<file path="config.mk">
export PLATFORM = sky130hd
export DESIGN_NAME = regfile_sb
export DESIGN_NICKNAME = d
export VERILOG_FILES = /design/src/rtl/regfile_sb.sv
export SDC_FILE = /design/constraint.sdc
export NUM_CORES = 2
export LEC_CHECK = 0
export CAP_MARGIN = 0
export CORE_ASPECT_RATIO = 1.75
export CORE_MARGIN = 1.5
export CORE_UTILIZATION = 50
export CTS_CLUSTER_DIAMETER = 40
export DETAILED_ROUTE_END_ITERATION = 8
export PLACE_DENSITY = 0.73
export REMOVE_ABC_BUFFERS = 1
export SLEW_MARGIN = 20
export SYNTH_ARGS = -nofsm -noshare
export SYNTH_HDL_FRONTEND = slang
export SYNTH_SLANG_ARGS = --single-unit
</file>
<file path="constraint.sdc">
create_clock -name clk_i -period 102.8 [get_ports clk_i]
set_input_delay 20.56 -clock clk_i [delete_from_list [all_inputs] [get_ports clk_i]]
set_output_delay 20.56 -clock clk_i [all_outputs]
set_load 0.005 [all_outputs]
</file>
<file path="src/rtl/regfile_sb.sv">
// regfile_sb: multi-read-port register file with optional write-to-read
// bypass and a per-register pending-write (claim) scoreboard.
//
// Ports:
//   clk_i, rst_i        clock (rising edge), async active-high reset
//   rd_addr_i           NUM_RD packed read addresses, port k at [k*ADDR_W +: ADDR_W]
//   rd_used_i           per-port "operand consumed" qualifier for the stall
//   rd_data_o           NUM_RD packed read data (combinational)
//   busy_o              per-port unresolved pending write on the addressed register
//   stall_o             OR of busy_o & rd_used_i
//   wr_en_i/addr/data   writeback; also releases one claim on the register
//   claim_en_i/addr     reserve a register for an in-flight load
//   flush_i             drop all outstanding claims
//   err_o               sticky claim-overflow flag
module regfile_sb #(
  parameter int unsigned DATA_W   = 32,
  parameter int unsigned ADDR_W   = 5,
  parameter int unsigned NUM_RD   = 2,
  parameter int unsigned CNT_W    = 2,
  parameter int unsigned BYPASS   = 1,
  parameter int unsigned ZERO_REG = 1
) (
  input  logic                     clk_i,
  input  logic                     rst_i,
  input  logic [NUM_RD*ADDR_W-1:0] rd_addr_i,
  input  logic [NUM_RD-1:0]        rd_used_i,
  output logic [NUM_RD*DATA_W-1:0] rd_data_o,
  output logic [NUM_RD-1:0]        busy_o,
  output logic                     stall_o,
  input  logic                     wr_en_i,
  input  logic [ADDR_W-1:0]        wr_addr_i,
  input  logic [DATA_W-1:0]        wr_data_i,
  input  logic                     claim_en_i,
  input  logic [ADDR_W-1:0]        claim_addr_i,
  input  logic                     flush_i,
  output logic                     err_o
);

  localparam int unsigned NUM_REGS = 2 ** ADDR_W;
  localparam logic [CNT_W-1:0] CNT_MAX = {CNT_W{1'b1}};

  logic [DATA_W-1:0]   r_mem     [NUM_REGS];
  logic [CNT_W-1:0]    r_cnt     [NUM_REGS];
  logic [CNT_W-1:0]    w_cnt_nxt [NUM_REGS];
  logic [NUM_REGS-1:0] w_ovf;
  logic                w_wr_ok;
  logic                r_err;

  // Writes to register 0 are dropped when it is hardwired to zero
  assign w_wr_ok = wr_en_i && !((ZERO_REG != 0) && (wr_addr_i == '0));

  for (genvar g = 0; g < NUM_REGS; g++) begin : g_reg
    if ((ZERO_REG != 0) && (g == 0)) begin : g_zero
      assign w_cnt_nxt[g] = '0;
      assign w_ovf[g]     = 1'b0;
    end else begin : g_cnt
      logic w_claim;
      logic w_rel;
      logic w_full;
      assign w_claim = claim_en_i && (claim_addr_i == ADDR_W'(g));
      assign w_rel   = wr_en_i && (wr_addr_i == ADDR_W'(g));
      assign w_full  = (r_cnt[g] == CNT_MAX);
      // Flush wins; claim and release together cancel; count saturates both ways
      assign w_cnt_nxt[g] = flush_i                           ? '0 :
                            (w_claim && !w_rel)               ? (w_full ? r_cnt[g] : r_cnt[g] + CNT_W'(1)) :
                            (w_rel && !w_claim && (r_cnt[g] != '0)) ? r_cnt[g] - CNT_W'(1) :
                                                                r_cnt[g];
      assign w_ovf[g] = !flush_i && w_claim && !w_rel && w_full;
    end

    // Per-register storage and claim counter
    always_ff @(posedge clk_i or posedge rst_i) begin
      if (rst_i) begin
        r_mem[g] <= '0;
        r_cnt[g] <= '0;
      end else begin
        if (w_wr_ok && (wr_addr_i == ADDR_W'(g))) r_mem[g] <= wr_data_i;
        r_cnt[g] <= w_cnt_nxt[g];
      end
    end
  end

  // Sticky overflow flag
  always_ff @(posedge clk_i or posedge rst_i) begin
    if (rst_i) r_err <= 1'b0;
    else       r_err <= r_err | (|w_ovf);
  end

  assign err_o = r_err;

  for (genvar k = 0; k < NUM_RD; k++) begin : g_rd
    logic [ADDR_W-1:0] w_addr;
    logic              w_zero;
    logic              w_byp;
    assign w_addr = rd_addr_i[k*ADDR_W +: ADDR_W];
    assign w_zero = (ZERO_REG != 0) && (w_addr == '0);
    assign w_byp  = (BYPASS != 0) && wr_en_i && (wr_addr_i == w_addr);
    assign rd_data_o[k*DATA_W +: DATA_W] = w_zero ? '0 : (w_byp ? wr_data_i : r_mem[w_addr]);
    // The last pending write landing this cycle is bypassed, so it no longer blocks
    assign busy_o[k] = !w_zero && (r_cnt[w_addr] != '0) &&
                       !(w_byp && (r_cnt[w_addr] == CNT_W'(1)));
  end

  assign stall_o = |(busy_o & rd_used_i);

endmodule

</file>
==> flow_metrics.py <==
metrics = {
    "outcome": {
        "status": "finished clean",
    },
    "floorplan": {
        "start_util": 0.505,
        "die_area_um2": 122000,
        "die_w_um": 264,
        "io_pins": 127,
        "rows": 167,
        "core-area_um2": 118000,
        "die_h_um": 461,
    },
    "drt": {
        "viasPerCell": 7.01,
        "drtAntennaViolNets": 0,
        "via_count": 45700,
        "drt_pass1_iterations": 6,
        "wirelength_um": 206000,
        "drcViolationCount": 0,
        "drtIter0Drc": 6054,
        "wire_per_inst_um": 31.5,
    },
    "clocking": {
        "cts_tree": "yes",
        "cts_resized": 0,
        "cts_made_buffers": 108,
        "clockRootBuffer": "clkbuf_16",
        "cts_sinks": 1087,
        "clk_path_buf_depth": 3,
        "clk_pin_slew_ns": 0.06,
        "post-cts-setup-buffers": 0,
        "clkLatencyLatePin_ns": 0.74,
        "ctsHoldBuffers": 0,
        "cts_max_level": 3,
    },
    "synth": {
        "async_reset_ff_frac": 1.00,
        "synth_edf_count": 0,
        "syn_area_um2": 59800,
        "yosys.area.top_type_share": 0.455,
        "yosysMostFrequentCell": "nand2_1",
        "yosys-top-cells-area": "dfrtp_1 45%, mux4_2 24%, mux2_2 10%",
        "postSynthCellCount": 5048,
        "synth_largest_area_cell": "dfrtp_1",
        "avgSynthCellArea_um2": 11.8,
        "yosys_warnings": 0,
        "ys_top_cells_by_count": "1573 x nand2_1, 1087 x dfrtp_1, 634 x mux4_2",
        "synth_cell_types": 61,
        "seq_area_frac_synth": 0.455,
        "synth_seq_cells": 1087,
        "yosys_most_used_dff": "dfrtp_1",
    },
    "critical_path": {
        "crit_start": "rd_addr_i[1]",
        "path_class": "primary input to output port",
        "slowest_delay_ns": 0.77,
        "worstPathArrival_ns": 25.97,
        "start_kind": "primary input",
        "slowest_stage": "buf_4",
        "cp_common_cell": "buf_4",
        "crit_buf_inv": 6,
        "path_cells": "buf_8 > buf_4 > buf_4 > buf_4 > buf_4 > mux4_2 > mux4_2 > o211ai_1 > nand2_1 > clkdlybuf4s50_1",
        "critPathRequiredTime_ns": 82.24,
        "timing.rr.start": "r_cnt[18]",
        "critPathTopFamily": "buffers and inverters",
        "crit_path_end_kind": "output port",
        "worstPathMaxFanout": 57,
    },
    "placement": {
        "pre_cts_ws_ns": 56.28,
        "placed_cell_area_um2": 62000,
        "hpwl_um": 111000,
        "io_buffer_count": 126,
        "gp_congestion": 0.932,
    },
    "sta": {
        "relSlewSlack": 0.234,
        "finalHoldWorstSlack_ns": 0.396,
        "timing_hold_violations_final": 0,
        "tightest_slew_ns": 1.15,
        "fmax_mhz": 21.5,
        "post-route-period-util": 0.453,
        "rsz0062_at_grt": "no",
        "fin_worst_skew_ns": 0.0118,
        "setup_viol": 0,
        "fin_tns_setup_ns": 0,
        "drv_slew": 0,
        "finalCriticalPeriod_ns": 46.53,
        "layout_setup_ws_ns": 56.27,
    },
    "global_route": {
        "antenna_found_initial": 6,
        "grt_max_degree": 157,
        "grt.overflow.total": 0,
        "grt_pass1_vias": 47100,
        "grt_pass1_wl_um": 305000,
        "track_usage": 0.342,
    },
    "final_layout": {
        "syn2layout_area_growth_pct": 10.3,
        "multi_input_area_um2": 30700,
        "layout.nets": 4961,
        "regArea_um2": 27200,
        "final_util": 0.557,
        "fillers": 9327,
        "fin_area_um2": 66000,
        "drive_above_1_share": 0.317,
    },
    "power_and_ir_drop": {
        "switching_share": 0.282,
        "p_per_area_nw_per_um2": 19.0,
        "combinationalPowerShare": 0.200,
        "ir_drop_uv": 14.2,
        "seqPwrFrac": 0.447,
        "p_sw_mw": 0.354,
        "clkPwrFrac": 0.353,
        "leakagePower_nw": 29.4,
        "intPower_mw": 0.903,
    },
    "worst_hold_path": {
        "hold_path_class": "flop to flop",
        "worstHoldStart": "r_mem[1000]",
    },
    "job": {
        "drv_cap": 0,
    },
}
[state kept, by name (all words and copies together), names as in the netlist]
signal,flops
err_o,1
r_cnt,62
r_mem,1024
[cells by family (layout without fill, tap and decap cells)]
| kind of cell | count (synthesis) | after routing | synth area share |
|---|---|---|---|
| compound gates | 316 | 316 | 0.0322 |
| mux | 1201 | 1201 | 0.345 |
| other cells | 0 | 4 | 0 |
| flops | 1087 | 1087 | 0.455 |
| buf+inv | 507 | 449 | 0.0366 |
| simple gates | 1927 | 1927 | 0.130 |
| xor+xnor | 10 | 10 | 0.00146 |
[area by class of cell]
class                   instances  area share
diodes                          4    0.000152
clock buffers                 135      0.0459
clock inverters                63      0.0140
inverters                      10    0.000682
multi-input cells            3454       0.465
flip-flops and latches       1087       0.412
well taps                    1521      0.0288
repair buffers                241      0.0330
[metrics by stage]
step / std cells / total power [mW]
after global routing: 6512 / 1.30
final: 6515 / 1.26
after floorplan: 4551 / 0.720
after detailed placement: 6309 / 0.813
after global placement: 6309 / 0.800
after CTS: 6507 / 1.25
[power groups by stage]
stage / Sequential, mW / Clock [mW] / Combinational [mW]
floorplan: 0.547 / 0 / 0.173
global placement: 0.558 / 0 / 0.241
detailed placement: 0.565 / 0 / 0.248
CTS: 0.559 / 0.445 / 0.250
global route: 0.569 / 0.461 / 0.269
finish: 0.562 / 0.444 / 0.251
[metal layers]
metal | share of wire | vias to the layer above | track usage
met5 | 0.00018 | - | 0
met4 | 0.081 | 6 | 0.251
met3 | 0.12 | 1014 | 0.0976
met2 | 0.47 | 3429 | 0.537
met1 | 0.33 | 23400 | 0.403
li1 | - | 17800 | -
[worst paths after layout]
path                                  to  slack [ns]  depth (start not counted)
max in group asynchronous     r_mem[958]       79.98                          4
max reg2reg                        err_o      101.17                          4
min reg2reg                  r_mem[1000]        0.40                          0
min in group asynchronous     r_mem[482]       20.37                          2
min                          r_mem[1000]        0.40                          0
max                        rd_data_o[10]       56.27                         10
[layout by cell type (no fill, tap or decap), types with 10 or more instances in the layout]
master and n:
nand2_1 1551, dfrtp_1 1087, mux4_2 634, mux2_2 549, nor2_1 121, clkbuf_16 111
buf_4 109, clkdlybuf4s50_1 102, a21oi_1 80, nand3_1 79, o21ai_0 72, o22ai_1 67
o211ai_1 40, mux2i_1 18, bufinv_16 18, nor2_4 17, nand4_1 17, buf_2 17
nand2_2 16, clkbuf_8 16, or3_1 15, and3_1 13, a31oi_1 13, nor3_1 12
clkinv_2 12, nor2b_1 10, clkinvlp_4 10
Power figures use the tool's default switching activity.
